===== src/rtl/sna_pkg.sv =====
// Shared SNA constants: VC/flit defaults, arbiter state encoding, flit control bit positions.
package sna_pkg;

  localparam int SNA_NUM_VC = 8;
  localparam int SNA_FLIT_W = 36;

  // 32-bit payload, control bits above it
  localparam int SNA_FLIT_HEAD_BIT = 32;
  localparam int SNA_FLIT_TAIL_BIT = 33;

  typedef enum logic {
    ST_IDLE  = 1'b0,
    ST_GRANT = 1'b1
  } sna_arb_state_e;

endpackage


===== src/rtl/sna_rr_picker.sv =====
// Rotating-priority picker: first set request at or above ptr_i, with wrap-around.
module sna_rr_picker #(
  parameter int NUM_VC = 8,
  parameter int VC_W   = 3
) (
  input  logic [NUM_VC-1:0] req_i,
  input  logic [VC_W-1:0]   ptr_i,
  output logic [VC_W-1:0]   idx_o,
  output logic              any_o
);

  logic [VC_W-1:0] cand;

  // Walk offsets from highest to lowest so the smallest offset wins; NUM_VC is a power of two so VC_W arithmetic wraps.
  always_comb begin
    idx_o = '0;
    any_o = 1'b0;
    cand  = '0;
    for (int i = NUM_VC - 1; i >= 0; i--) begin
      cand = ptr_i + VC_W'(i);
      if (req_i[cand]) begin
        idx_o = cand;
        any_o = 1'b1;
      end
    end
  end

endmodule


===== src/rtl/sna_request_vc_arbiter.sv =====
// Round-robin VC arbiter holding a grant for a whole packet in front of the SNA request transmitter.
// Optional stall watchdog compiled in with SNA_VC_ARB_WATCHDOG_EN.
module sna_request_vc_arbiter
  import sna_pkg::*;
#(
  parameter int NUM_VC      = SNA_NUM_VC,
  parameter int FLIT_W      = SNA_FLIT_W,
  parameter int VC_W        = $clog2(NUM_VC),
  parameter int WDOG_CYCLES = 255
) (
  input  logic                     clock,
  input  logic                     rst_n,
  input  logic [NUM_VC-1:0]        vc_flit_valid,
  input  logic [NUM_VC-1:0]        vc_flit_head,
  input  logic [NUM_VC-1:0]        vc_flit_tail,
  input  logic [NUM_VC*FLIT_W-1:0] vc_flit_data,
  output logic [NUM_VC-1:0]        vc_pop,
  input  logic                     tx_allocatable,
  input  logic                     tx_ready,
  output logic                     tx_valid,
  output logic [FLIT_W-1:0]        tx_flit,
  output logic                     tx_tail,
  output logic                     grant_active,
  output logic [VC_W-1:0]          grant_vc,
  output logic                     wdog_abort
);

  sna_arb_state_e state_q, state_d;
  logic [VC_W-1:0] grant_vc_q, grant_vc_d;
  logic [VC_W-1:0] rr_ptr_q, rr_ptr_d;
  logic [VC_W-1:0] pick_idx;
  logic            pick_any;
  logic [NUM_VC-1:0] eligible;
  logic [NUM_VC-1:0][FLIT_W-1:0] flit_arr;
  logic granted, xfer, wdog_fire;

  assign flit_arr = vc_flit_data;
  assign eligible = vc_flit_valid & vc_flit_head;

  sna_rr_picker #(.NUM_VC(NUM_VC), .VC_W(VC_W)) u_picker (
    .req_i (eligible),
    .ptr_i (rr_ptr_q),
    .idx_o (pick_idx),
    .any_o (pick_any)
  );

  assign granted      = (state_q == ST_GRANT);
  assign tx_valid     = granted & vc_flit_valid[grant_vc_q];
  assign tx_tail      = granted & vc_flit_tail[grant_vc_q];
  assign tx_flit      = granted ? flit_arr[grant_vc_q] : '0;
  assign xfer         = tx_valid & tx_ready;
  assign grant_active = granted;
  assign grant_vc     = grant_vc_q;

  always_comb begin
    vc_pop = '0;
    if (xfer) vc_pop[grant_vc_q] = 1'b1;
  end

`ifdef SNA_VC_ARB_WATCHDOG_EN
  localparam int WDOG_W = $clog2(WDOG_CYCLES + 1);

  logic [WDOG_W-1:0] wdog_cnt_q, wdog_cnt_d;
  logic              wdog_abort_q;

  // Fires on the stall cycle that brings the count to WDOG_CYCLES; release and pulse land together next cycle.
  assign wdog_fire = granted & ~xfer & (wdog_cnt_q == WDOG_W'(WDOG_CYCLES - 1));

  always_comb begin
    wdog_cnt_d = wdog_cnt_q + WDOG_W'(1);
    if (!granted || xfer) wdog_cnt_d = '0;
  end

  always_ff @(posedge clock or negedge rst_n) begin
    if (!rst_n) begin
      wdog_cnt_q   <= '0;
      wdog_abort_q <= 1'b0;
    end else begin
      wdog_cnt_q   <= wdog_cnt_d;
      wdog_abort_q <= wdog_fire;
    end
  end

  assign wdog_abort = wdog_abort_q;
`else
  assign wdog_fire  = 1'b0;
  assign wdog_abort = 1'b0;
`endif

  always_comb begin
    state_d    = state_q;
    grant_vc_d = grant_vc_q;
    rr_ptr_d   = rr_ptr_q;
    case (state_q)
      ST_IDLE: begin
        if (tx_allocatable && pick_any) begin
          state_d    = ST_GRANT;
          grant_vc_d = pick_idx;
        end
      end
      ST_GRANT: begin
        if ((xfer && tx_tail) || wdog_fire) begin
          state_d  = ST_IDLE;
          rr_ptr_d = grant_vc_q + VC_W'(1);
        end
      end
    endcase
  end

  always_ff @(posedge clock or negedge rst_n) begin
    if (!rst_n) begin
      state_q    <= ST_IDLE;
      grant_vc_q <= '0;
      rr_ptr_q   <= '0;
    end else begin
      state_q    <= state_d;
      grant_vc_q <= grant_vc_d;
      rr_ptr_q   <= rr_ptr_d;
    end
  end

endmodule


===== config.mk =====
export PLATFORM = sky130hd
export DESIGN_NAME = sna_request_vc_arbiter
export DESIGN_NICKNAME = d
export VERILOG_FILES = /design/src/rtl/sna_pkg.sv /design/src/rtl/sna_rr_picker.sv /design/src/rtl/sna_request_vc_arbiter.sv
export SDC_FILE = /design/constraint.sdc
export NUM_CORES = 1
export LEC_CHECK = 0
export ABC_AREA = 1
export CAP_MARGIN = 0
export CORE_AREA = 2 2 144 146
export DETAILED_ROUTE_END_ITERATION = 12
export DIE_AREA = 0 0 146 148
export GPL_TIMING_DRIVEN = 0
export SLEW_MARGIN = 10
export SYNTH_ARGS = -nofsm -noshare
export SYNTH_HDL_FRONTEND = slang
export SYNTH_HIERARCHICAL = 1
export SYNTH_SLANG_ARGS = --single-unit

===== constraint.sdc =====
create_clock -name clock -period 1.84 [get_ports clock]
set_input_delay 0.368 -clock clock [delete_from_list [all_inputs] [get_ports clock]]
set_output_delay 0.368 -clock clock [all_outputs]
set_load 0.1 [all_outputs]

# Word-level counts from Yosys, hierarchy flattened

Cells that the tools add are included.

Input port bits: 316
Logic and storage cells: 76
Flip-flop bits (word level): 7

Add/sub/neg operators: 8
Muxes and demuxes: 45
Bitwise operators: 5
Order comparisons: 10
Reductions and logical operators: 5

Operator list:

| operator                                                          | count |
|---|---|
| binary-select mux 36 bit (select 3 bit)                           | 1 |
| two-way mux 36 bit                                                | 2 |
| less-than comparator 3 x 4 -> 1 bit, second input constant        | 9 |
| binary-select mux 1 bit (select 3 bit)                            | 10 |
| two-way mux 3 bit                                                 | 8 |
| two-way mux 1 bit                                                 | 21 |
| adder 3 bit, second input constant                                | 4 |
| bitwise AND 8 bit                                                 | 1 |
| two-way mux 8 bit                                                 | 1 |
| adder 3 x 1 -> 3 bit, second input constant                       | 2 |
| adder 3 x 2 -> 3 bit, second input constant                       | 2 |
| AND reduction 2 bit                                               | 2 |
| bitwise AND 1 bit                                                 | 3 |
| demux 1 bit (select 3 bit)                                        | 1 |
| greater-or-equal comparator 3 x 1 -> 1 bit, second input constant | 1 |
| logical AND 1 bit                                                 | 3 |
| one-hot mux 1 bit (2 select lines)                                | 1 |
| inverter 1 bit                                                    | 1 |

# Longest topological paths before layout

Word-level depth: 14
Depth in mapped cells: 18
Gate-level depth less buffers: 17

# Hierarchy

Netlist, hierarchy kept.

Modules (own cells, without submodules):

| module                 | cells each | area each (um2) | sequential area each (um2) | times used |
|---|---|---|---|---|
| sna_request_vc_arbiter | 612        | 3,145.5         | 175.2                      | 1 |
| sna_rr_picker          | 122        | 739.5           | 0.0                        | 1 |

# Worst setup path before layout

OpenSTA, ideal clock, no wires.

Kind: register to output
Start point: register state_q (netlist: grant_active)
End point: output port vc_pop[2]
Slack: -2.132 ns
Arrival time: 3.604 ns
Cell stages (with the launch flop): 5
Path through: dfrtp_1 clkinv_1 nor2_4 nand2_4 nor2_1

Cells in the longest elaborated chain, start to end: 3

RTL lines:

| what                     | RTL line                      | RTL |
|---|---|---|
| start: declaration       | sna_request_vc_arbiter.sv:28  | `sna_arb_state_e state_q, state_d;` |
| start signal: assignment | sna_request_vc_arbiter.sv:116 | `state_q <= state_d;` |
| bitwise AND 1 bit        | sna_request_vc_arbiter.sv:48  | `assign tx_valid = granted & vc_flit_valid[grant_vc_q];` |
| via tx_valid             | sna_request_vc_arbiter.sv:20  | `output logic tx_valid,` |
| bitwise AND 1 bit        | sna_request_vc_arbiter.sv:51  | `assign xfer = tx_valid & tx_ready;` |
| two-way mux 8 bit        | sna_request_vc_arbiter.sv:57  | `if (xfer) vc_pop[grant_vc_q] = 1'b1;` |
| end: declaration         | sna_request_vc_arbiter.sv:17  | `output logic [NUM_VC-1:0] vc_pop,` |

The timed path passes the listed nets, and every way through them passes these cells.

# Worst setup path after layout

Start point: register grant_vc_q[1] (netlist: grant_vc[1])
End point: output port tx_flit[25]

Cells in the longest elaborated chain, start to end: 3

RTL lines:

| what                                     | RTL line                      | RTL |
|---|---|---|
| start: declaration                       | sna_request_vc_arbiter.sv:29  | `logic [VC_W-1:0] grant_vc_q, grant_vc_d;` |
| start signal: assignment                 | sna_request_vc_arbiter.sv:117 | `grant_vc_q <= grant_vc_d;` |
| binary-select mux 36 bit (select 3 bit)  | sna_request_vc_arbiter.sv:50  | `assign tx_flit = granted ? flit_arr[grant_vc_q] : '0;` |
| two-way mux 36 bit (not written as such) | sna_request_vc_arbiter.sv:50  |  |
| two-way mux 36 bit                       | sna_request_vc_arbiter.sv:50  |  |
| end: declaration                         | sna_request_vc_arbiter.sv:21  | `output logic [FLIT_W-1:0] tx_flit,` |

Every way passes these cells. The select of a mux whose other input is x is not followed.

==> metrics.md <==
| Metric | Value |
|---|---|
| Distinct cell type count after synthesis | `39` |
| First-pass GRT wire length | `roughly 42,000 um` |
| Synth warn | `6` |
| Status | `finished, violations left` |
| Crit. End Element | `output pin` |
| Die ar. | `21,600 um^2` |
| Layout cells sized above 1 | `a little under 40%` |
| Crit. Startpoint | `grant_vc[1]` |
| Syn-to-layout area delta | `182%` |
| Final hold vios | `0` |
| CTS Buf Count | `3` |
| Top-area cell type share of the netlist area | `30.0%` |
| Grt ovf | `0` |
| # Max-Cap Violations | `0` |
| Final worst setup slack | `-0.576 ns` |
| GR peak layer | `met2` |
| Max-slew violations | `0` |
| GRT met3 Usage | `roughly 5.6%` |
| Reg2Reg Setup Slack | `-0.14 ns` |
| Fin crit period | `2.42 ns` |
| Nets | `1,493` |
| Crit Path Class | `reg -> out` |
| Met2 Use GR | `a little under half` |
| Async S/R FF share, synth | `100%` |
| Clk slew on worst S/H paths | `~0.04 ns` |
| Startpoint types | `flop` |
| Clk_lat worst skew | `about 0.23 ns` |
| Synthesized flop and latch total | `7` |
| Final wirelength | `29,400 um` |
| Worst EP required | `about 1.5 ns` |
| GR Util All Layers | `around 25%` |
| Min-delay worst type | `in -> async` |
| Die W | `roughly 150 um` |
| CTS sink count | `7` |
| Std cell rows | `52` |
| Starting Density | `approximately a fifth` |
| Failing checks | `setup timing` |
| Bufs on Longest Clock Path | `2` |
| Reg area | `190 um^2` |
| Pre-CTS setup slack | `-1.54 ns` |
| H-Tree Depth | `1` |
| Worst R2R End | `grant_vc[1]` |
| Synth Cell Area | `~4000 um^2` |
| Met1 usage | `between 30% and 40%` |
| Ys flop type | `dfrtp_1` |
| Synth area leader | `nand2_1` |
| Synth area leaders | `nand2_1 (30%), a21oi_1 (12%), dfrtp_1 (4.5%)` |
| Synth top cells by count | `nand2_1 (311), a21oi_1 (90), inv_1 (41)` |
| CTS tree | `done` |
| Port bufs | `365` |
| Slew HR | `61.7%` |
| Area of the multi-input gates | `between 4000 and 5000 um^2` |
| DR vias/cell | `around 4.8` |
| Final std cell area, no fill | `approximately 11,000 um^2` |
| Final total power | `between 20 and 25 mW` |
| Final Cycle Share | `131%` |
| Antenna-violating nets left | `0` |
| Root Buffer | `clkbuf_16` |
| Total core area | `between 20,000 and 25,000 um^2` |
| Fmax | `around 410 MHz` |
| IR drop worst, VDD | `between 1 and 1.5 mV` |
| Power Density | `between 2000 and 2500 nW/um^2` |
| RSZ-0062 raised after global routing | `true` |
| Lkg Pwr | `4.48 nW` |
| Post-Syn Instances | `roughly 730` |
| Most frequent cell after synthesis | `nand2_1` |
| Gp weighted congestion | `0.917` |
| DPL Wire Length | `~22,000 um` |
| Fin Hold WS | `0.410 ns` |
| Largest net degree at the start of global routing | `11` |
| Crit path arrival time | `between 2 and 2.5 ns` |
| DIE HEIGHT | `roughly 150 um` |
| Hold_buf cts | `0` |
| Reg2reg start | `rr_ptr_q[0]` |
| Max Fanout on Critical Path | `7` |
| Initial antenna violation count | `2` |
| Vias | `~7,000` |
| Sequential element share of the synthesized area | `4.51%` |
| Fillcell total | `roughly 1,900` |
| First DRT Iteration DRCs | `~310` |
| DR pass1 iterations | `4` |
| Syn nets | `~1,100` |
| Total negative slack | `-24.58 ns` |
| IO Pins | `367` |
| EDFF count, synth | `0` |
| Number of global-route vias before repair | `about 7,000` |
| Mean Syn Cell Area | `about 5.3 um^2` |
| Setup Skew | `between 0.0006 and 0.0007 ns` |
| Final setup vio count | `a little over 50` |
| DRC errors left | `0` |
| Dpl cell area | `8540 um^2` |
| Routed wire per std cell | `approximately 20 um` |
| Measured slew at the worst slew-check pin | `between 0.5 and 0.6 ns` |
| R2R cell count | `17` |
power by group:
part	internal, mW	switching [mW]	total (mW)
clock	0.288	0.0783	0.366
sequential	0.256	0.130	0.386
combinational	8.83	13.7	22.6
cells by family (layout without fill, tap and decap cells):
logic type	Yosys count	count (layout)	synth area share [%]
DFF	7	7	4.51
AOI/OAI and AO/OA	181	181	27.5
and+or+nand+nor	440	440	52.5
buffers and inverters	100	539	13.5
adders and majority gates	3	3	0.966
xor gates and xnor gates	2	2	0.934
other	1	2	0.0965
cells in the final DEF (no fill, tap or decap), types with 5 or more instances in the layout:
cell,Yosys,routed
nand4_1,11,11
nand2_4,8,18
nor2_1,31,8
o21ai_1,1,18
o21ai_2,1,10
inv_2,8,21
nor2_4,8,18
nand3_4,0,9
nand3_1,33,11
nand2_1,311,236
o21ai_0,31,5
a21oi_4,0,20
a21oi_1,90,59
nand2_2,12,72
inv_1,41,24
buf_12,0,75
a21oi_2,1,12
a31oi_4,0,12
a22o_1,18,18
clkdlybuf4s50_1,0,311
nor2_2,2,15
a22oi_2,0,12
buf_6,6,30
buf_8,0,13
nand2_8,0,5
nand3_2,14,27
nor3_4,0,6
buf_4,20,32
worst max-delay path, stage by stage, from the launching register on:
cell and delay [ns]:
dfrtp_4 0.48, buf_12 0.17, inv_12 0.09, nand2_8 0.07, nor2_4 0.11, buf_12 0.12
buf_8 0.12, buf_6 0.10, nand2_4 0.04, nand3_4 0.08, nor2_4 0.04, a31oi_4 0.18
buf_12 0.20
flip-flops by register name, summed over array words and instances, names as in the netlist:
register      flops
grant_active      1
grant_vc          3
rr_ptr_q          3
stage by stage:
| stage | instances | utilization [%] |
|---|---|---|
| CTS | 1424 | 51.2 |
| finish | 1444 | 54.6 |
| global route | 1444 | 54.6 |
| global placement | 1369 | 42.6 |
| floorplan | 734 | - |
| detailed placement | 1369 | 42.6 |
layout make-up:
type,instances,area share (%)
flip-flops and latches,7,1.74
repair buffers,438,46.0
multi-input cells,627,40.9
plain buffers,42,5.05
clock buffers,4,0.720
repair inverters,1,0.0800
inverters,54,2.41
diodes,1,0.0229
well taps,270,3.09
worst max-delay path by stage:
stage                             end
after global placement    tx_flit[31]
after floorplan             vc_pop[0]
after CTS                 tx_flit[35]
after detailed placement  tx_flit[33]
final                     tx_flit[25]
after global routing        vc_pop[0]
timing repair:
action,CTS,global route
pin swaps,66,69
setup endpoints to repair,54,53
cloned,7,1
resized for setup,624,137
setup buffers,45,26
hold endpoints to repair,0,0
metal layers:
layer	part of all wire, %	wire length (um)
met5	0.044	13
met4	2.5	731
met3	7.9	2320
met2	50	14600
met1	40	11700
Note: power is estimated with default switching activity, not from simulation.
